--- config.mk ---
export PLATFORM = sky130hd
export DESIGN_NAME = uart_tx
export DESIGN_NICKNAME = d
export VERILOG_FILES = /design/src/rtl/uart_tx.sv
export SDC_FILE = /design/constraint.sdc
export NUM_CORES = 1
export LEC_CHECK = 0
export ABC_AREA = 1
export CAP_MARGIN = 20
export CORE_MARGIN = 2
export CORE_UTILIZATION = 45
export CTS_CLUSTER_DIAMETER = 40
export DETAILED_ROUTE_END_ITERATION = 16
export PLACE_DENSITY = 0.74
export SLEW_MARGIN = 20
export SYNTH_ARGS = -nofsm -noshare
export SYNTH_HDL_FRONTEND = slang
export SYNTH_SLANG_ARGS = --single-unit
export TNS_END_PERCENT = 100
--- constraint.sdc ---
create_clock -name clk -period 7.7 [get_ports clk]
set_clock_uncertainty 0.2 [all_clocks]
set_input_delay 1.155 -clock clk [delete_from_list [all_inputs] [get_ports clk]]
set_output_delay 1.155 -clock clk [all_outputs]
set_load 0.01 [all_outputs]
--- src/rtl/uart_tx.sv ---
// rtl/uart_tx.sv - 8N1 UART transmitter with a small FIFO and back-to-back frames
// Optional even parity bit when UART_TX_PARITY_EN is defined.
module uart_tx #(
    parameter int BAUD       = 2604,
    parameter int FIFO_DEPTH = 4
) (
    input  logic       clk,
    input  logic       rst_n,
    input  logic       trmt,
    input  logic [7:0] tx_data,
    output logic       TX,
    output logic       tx_done,
    output logic       full,
    output logic       busy
);

`ifdef UART_TX_PARITY_EN
    localparam int FRAME_BITS = 11;
`else
    localparam int FRAME_BITS = 10;
`endif
    localparam int PTR_W = $clog2(FIFO_DEPTH);
    localparam int CNT_W = $clog2(FIFO_DEPTH + 1);

    localparam logic [CNT_W-1:0] DEPTH_C   = CNT_W'(FIFO_DEPTH);
    localparam logic [11:0]      BAUD_LAST = 12'(BAUD - 1);
    localparam logic [3:0]       LAST_BIT  = 4'(FRAME_BITS - 1);

    typedef enum logic {
        IDLE,
        TRANS
    } state_t;

    state_t                  state_q, state_d;
    logic [FRAME_BITS-1:0]   shift_q, shift_d;
    logic [11:0]             baud_cnt_q, baud_cnt_d;
    logic [3:0]              bit_cnt_q, bit_cnt_d;
    logic                    tx_done_q, tx_done_d;
    logic [PTR_W-1:0]        wr_ptr_q, wr_ptr_d;
    logic [PTR_W-1:0]        rd_ptr_q, rd_ptr_d;
    logic [CNT_W-1:0]        count_q, count_d;
    logic [7:0]              mem_q [FIFO_DEPTH];

    logic                    push;
    logic                    pop;
    logic                    fifo_empty;
    logic [7:0]              head;
    logic [FRAME_BITS-1:0]   frame;

    assign full       = (count_q == DEPTH_C);
    assign fifo_empty = (count_q == '0);
    assign push       = trmt & ~full;
    assign head       = mem_q[rd_ptr_q];

`ifdef UART_TX_PARITY_EN
    assign frame = {1'b1, ^head, head, 1'b0};
`else
    assign frame = {1'b1, head, 1'b0};
`endif

    // A frame ending with data still queued reloads on the same edge, so no idle clock appears.
    always_comb begin
        state_d    = state_q;
        shift_d    = shift_q;
        baud_cnt_d = baud_cnt_q;
        bit_cnt_d  = bit_cnt_q;
        tx_done_d  = tx_done_q;
        pop        = 1'b0;

        case (state_q)
            IDLE: begin
                if (!fifo_empty) begin
                    pop = 1'b1;
                end
            end
            TRANS: begin
                if (baud_cnt_q == BAUD_LAST) begin
                    shift_d    = {1'b1, shift_q[FRAME_BITS-1:1]};
                    bit_cnt_d  = bit_cnt_q + 4'd1;
                    baud_cnt_d = '0;
                    if (bit_cnt_q == LAST_BIT) begin
                        if (!fifo_empty) begin
                            pop = 1'b1;
                        end else begin
                            tx_done_d = 1'b1;
                            state_d   = IDLE;
                        end
                    end
                end else begin
                    baud_cnt_d = baud_cnt_q + 12'd1;
                end
            end
            default: state_d = IDLE;
        endcase

        if (pop) begin
            shift_d    = frame;
            baud_cnt_d = '0;
            bit_cnt_d  = '0;
            tx_done_d  = 1'b0;
            state_d    = TRANS;
        end

        wr_ptr_d = push ? wr_ptr_q + PTR_W'(1) : wr_ptr_q;
        rd_ptr_d = pop  ? rd_ptr_q + PTR_W'(1) : rd_ptr_q;
        case ({push, pop})
            2'b10:   count_d = count_q + CNT_W'(1);
            2'b01:   count_d = count_q - CNT_W'(1);
            default: count_d = count_q;
        endcase
    end

    always_ff @(posedge clk or negedge rst_n) begin
        if (!rst_n) begin
            state_q    <= IDLE;
            shift_q    <= '1;
            baud_cnt_q <= '0;
            bit_cnt_q  <= '0;
            tx_done_q  <= 1'b0;
            wr_ptr_q   <= '0;
            rd_ptr_q   <= '0;
            count_q    <= '0;
        end else begin
            state_q    <= state_d;
            shift_q    <= shift_d;
            baud_cnt_q <= baud_cnt_d;
            bit_cnt_q  <= bit_cnt_d;
            tx_done_q  <= tx_done_d;
            wr_ptr_q   <= wr_ptr_d;
            rd_ptr_q   <= rd_ptr_d;
            count_q    <= count_d;
        end
    end

    // Storage needs no reset; only entries behind the count are ever read.
    always_ff @(posedge clk) begin
        if (push) begin
            mem_q[wr_ptr_q] <= tx_data;
        end
    end

    assign TX      = (state_q == TRANS) ? shift_q[0] : 1'b1;
    assign tx_done = tx_done_q;
    assign busy    = (state_q == TRANS) | ~fifo_empty;

endmodule

Word level (Yosys, flattened, before mapping):

Memories as Yosys holds them, arrays and structs flattened.
Cells that the tools add are included.

* flip-flop bits (word level): 35
* memories kept: 1
* word-level logic and storage cells: 59
* input bits: 11
* RAM bits: 32

* bitwise logic cells: 5
* equality and inequality tests: 5
* $add $sub $neg: 6
* mux-type cells: 26
* reductions and logical operators: 8

Memory list
* mem_q: depth 4, bits a word 8, rd ports 1, clocked after Yosys merged registers in 0, write ports 1, line 42 `logic [7:0] mem_q [FIFO_DEPTH];`

Operators with widths (count)
* $mux W12: 3
* $mux W10: 3
* $mux W1: 15
* $add A12 B1 Y12 const B: 1
* $eq A12 B12 Y1 const B: 1
* $mux W4: 3
* $reduce_bool A2 Y1: 5
* $pmux W3 S2: 1
* $add A2 B1 Y2 const B: 2
* $add A4 B1 Y4 const B: 1
* $eq A4 B4 Y1 const B: 1
* $reduce_and A4 Y1: 1
* $add A3 B1 Y3 const B: 1
* $eq A3 B3 Y1 const B: 1
* $logic_not A3 Y1: 1
* $not A1 Y1: 3
* $sub A3 B1 Y3 const B: 1
* $eq A2 B1 Y1 const B: 1
* $eq A2 B2 Y1 const B: 1
* $pmux W1 S2: 1
* $reduce_and A2 Y1: 1
* $and A1 B1 Y1: 1
* $or A1 B1 Y1: 1

Logic depth before layout (Yosys ltp):

* word-level depth: 7
* mapped depth: 15
* depth with buffers taken out: 14

Worst setup path after synthesis:

No wires, ideal clock.

* kind: input -> register
* start: input port trmt
* end: register count_q[2]
* stages on the path: 7
* path buffers: 0
* path slack: 5121 ps
* data arrival time: 2248 ps
* path through: o21ai_2 ha_1 inv_1 fa_1 a21oi_1 o21ai_0 xor2_1

* word-level cells in the longest chain between the ends: 3

Ends and longest elaborated chain
* start, declared: line 9 `input logic trmt,`
* $and A1 B1 Y1 (*): line 52 `assign push = trmt & ~full;`
* $eq A2 B1 Y1 or $eq A2 B2 Y1 (tied branches): line 106 `case ({push, pop})`
* $pmux W3 S2 or $reduce_bool A2 Y1 (tied branches)
* end signal, assigned: line 131 `count_q <= count_d;`
* end, declared: line 41 `logic [CNT_W-1:0] count_q, count_d;`

Mark *: on every way between the ends. The rest lies on a longest branch, timed or not.
A chain may end at the register's enable or synchronous reset.

Worst setup path after layout:

* start: register count_q[1]
* end: output port busy

* word-level cells in the longest chain between the ends: 3

Ends and longest elaborated chain
* $logic_not A3 Y1: line 51 `assign fifo_empty = (count_q == '0);`
* $not A1 Y1: line 144 `assign busy = (state_q == TRANS) | ~fifo_empty;`
* $or A1 B1 Y1: line 144
* end, declared: line 14 `output logic busy`

No other way between the ends.

==> reports/metrics.cfg <==
[outcome]
outcome = finished, final reports clean

[flow_run]
maxCapViolations = 0

[detailed_routing]
viasPerCell = 4.86
detail_route.wl_per_cell_microns = 12.0
drtIter0Drc = 82
via_count = 2194
ant_nets = 0
drc_errors = 0
wl_microns = 5400
drtPass1Iterations = 4

[global_route]
grt_pass1_vias = 2153
antenna_found_initial = 0
gr-total-overflow = 0
grt_pass1_wl_microns = 9340
grt_max_degree = 35
track_usage_pct = 15.7

[pwr]
p_sw_mw = 0.235
power_density_mw_per_mm2 = 236
leakagePower_nw = 1.59
pwr-share-seq_pct = 51.7
internal_power_mw = 0.614
vdd_drop_max_mv = 0.184
combPwrFrac_pct = 13.9
clkPwrFrac_pct = 34.5
p_sw_share_pct = 27.7

[synthesis]
synthCells = 333
synth-warning-count = 0
synth.cell_area_sq_mm = 0.00319
synthesis.nets = 353
synth_seq_area_share_pct = 57.1
syn_avg_cell_area_sq_um = 9.59
synth_cell_type_count = 36
ys_seq_elements = 66

[setup_path]
start_kind = flop
cp.arrival_ns = 1.83
cp.required_ns = 6.34
setup.worst_path.end_class = output port
critical_path_class = reg2out
path_max_fanout = 10

[layout]
final_nets = 370
syn2layout_area_growth_pct = 12.6
multiInputGateArea_sq_mm = 0.00114
seqCellArea_sq_mm = 0.00182
layout-drive-gt1-share_pct = 11.8
antenna_cells = 0
num-fill-cells = 619
fin_area_sq_mm = 0.00359
final-instance-count-excl-fill = 451

[sta]
timing.hold.ws_ns = 0.273
min_period_ns = 3.18
finalCritPeriodShare_pct = 41.3
finalHoldViolations = 0
max_slew.worst_pin.slew_ns = 0.744
setup_viol = 0
tns_ns = 0
max_freq_mhz = 314
slew-limit-headroom_pct = 50.2
slew_violations = 0
grt_setup_unrepaired = no

[floorplanning]
core_area_sq_mm = 0.00683
rows = 30
io-pin-count = 15
die_w_microns = 88.2
start_util_pct = 46.7
die_h_microns = 88.2
dieArea_sq_mm = 0.00779

[clocking]
htreeDepth = 3
clk_pin_slew_ns = 0.08
cts_tree = done
cts_resized = 0
post_cts_buffers = 0
clock-sinks = 66
clockBufferDepth = 2
cts_root_buf = clkbuf_8
clk-insertion-delay-late_ns = 0.34
ctsHoldBuffers = 0
cts_buffers = 9

[place]
numPortBuffers = 14
dpl.cell_count = 435
place_area_sq_mm = 0.00339
place.gp.congestion = 0.879
place_hpwl_microns = 3690

[worst_hold_path]
hp-class = reg2reg

area by class of cell:
cell class	count	area share, %
sequential	66	50.7
multi-input combinational	215	31.8
inverter	43	4.49
timing repair buffer	15	4.11
clock buffer	9	3.45
tap	96	3.34
clock inverter	7	2.12
cells in the mapped netlist:
cell type,instances,area (sq um)
a21o_1,1,7.51
inv_2,2,7.51
o211ai_1,1,7.51
buf_2,5,25.0
dfstp_2,9,236
o22a_1,1,8.76
o21ai_4,1,16.3
edfxtp_1,32,961
o21ai_1,2,10.0
nor3b_1,1,7.51
nand3_2,1,10.0
nand2_2,3,18.8
nand3_1,30,150
ha_1,8,100
nand4_1,1,6.26
buf_4,1,7.51
nand3b_1,1,7.51
buf_6,3,33.8
xor2_1,6,52.6
o21ai_0,27,135
inv_1,41,154
nand2_4,3,33.8
nor3_1,4,20.0
dfrtp_1,25,626
nor2_4,2,22.5
or2_2,1,6.26
nor2_2,1,6.26
fa_1,1,20.0
o21ai_2,1,8.76
xnor2_1,2,17.5
nor2_1,36,135
o21bai_1,1,7.51
nand2_1,70,263
or2_4,1,8.76
a21oi_1,7,35.0
nor2_8,1,20.0
layer usage:
| layer | vias to the layer above | GRT usage [%] | wire, microns |
|---|---|---|---|
| met5 | - | 0 | 0 |
| met4 | 0 | 5.65 | 74 |
| met3 | 8 | 5.41 | 212 |
| met2 | 36 | 27.0 | 2640 |
| met1 | 1036 | 18.3 | 2470 |
| li1 | 1114 | - | - |
placed cells by master, fill, tap and decap left out, types with 4 or more instances in the layout:
cell	Yosys	final
a21oi_1	7	7
clkbuf_8	0	9
clkdlybuf4s50_1	0	14
dfrtp_1	25	25
dfstp_2	9	9
edfxtp_1	32	32
ha_1	8	8
inv_1	41	41
nand2_1	70	70
nand3_1	30	30
nor2_1	36	36
nor3_1	4	4
o21ai_0	27	27
xor2_1	6	6
logic make-up after synthesis:
family,after synthesis,synth area share [%]
adders and majority gates,9,3.76
and+or+nand+nor,156,22.4
xor gates and xnor gates,8,2.19
buffers and inverters,52,7.13
DFF,66,57.1
AOI/OAI and AO/OA,42,7.41
metrics by stage:
step           worst slack (ns)  utilization (%)  power [mW]
2_1_floorplan              5.12                -       0.523
3_3_place_gp               4.62             49.7       0.556
3_5_place_dp               4.57             49.7       0.567
4_1_cts                    4.49             52.6       0.859
5_1_grt                    4.41             52.6       0.894
6_report                   4.52             52.6       0.848
power groups by stage:
stage / Combinational [mW] / Clock, mW / Sequential, mW
finish: 0.118 / 0.292 / 0.438
detailed placement: 0.122 / 0 / 0.445
global placement: 0.113 / 0 / 0.443
floorplan: 0.0823 / 0 / 0.441
global route: 0.135 / 0.317 / 0.443
CTS: 0.122 / 0.299 / 0.438
path summary, 6_finish.rpt:
kind                                      startpoint                         to  slack, ns  depth (start not counted)
setup / recovery              count_q[1]$_DFFE_PN0P_                       busy       4.52                          5
hold / removal                shift_q[3]$_DFFE_PN1P_     shift_q[3]$_DFFE_PN1P_       0.27                          2
setup reg to reg           baud_cnt_q[0]$_DFFE_PN0P_     count_q[2]$_DFFE_PN0P_       4.87                         13
hold reg to reg               shift_q[3]$_DFFE_PN1P_     shift_q[3]$_DFFE_PN1P_       0.27                          2
max in group asynchronous                      rst_n     shift_q[4]$_DFFE_PN1P_       5.95                          2
min in group asynchronous                      rst_n  baud_cnt_q[8]$_DFFE_PN0P_       1.01                          2
critical path, stage by stage, from the launching register on:
cell and delay (ns):
dfrtp_1 0.41, nor2_2 0.18, nand2_4 0.11, nor2_8 0.16, inv_2 0.12, clkdlybuf4s50_1 0.49
registers in the layout (all words and copies together), names as in the netlist:
signal and cells:
state_q 1, rd_ptr_q 2, wr_ptr_q 2, mem_q 32
count_q 3, shift_q 9, bit_cnt_q 4, baud_cnt_q 12
tx_done 1
No activity file was read; power rests on OpenSTA's default activity.
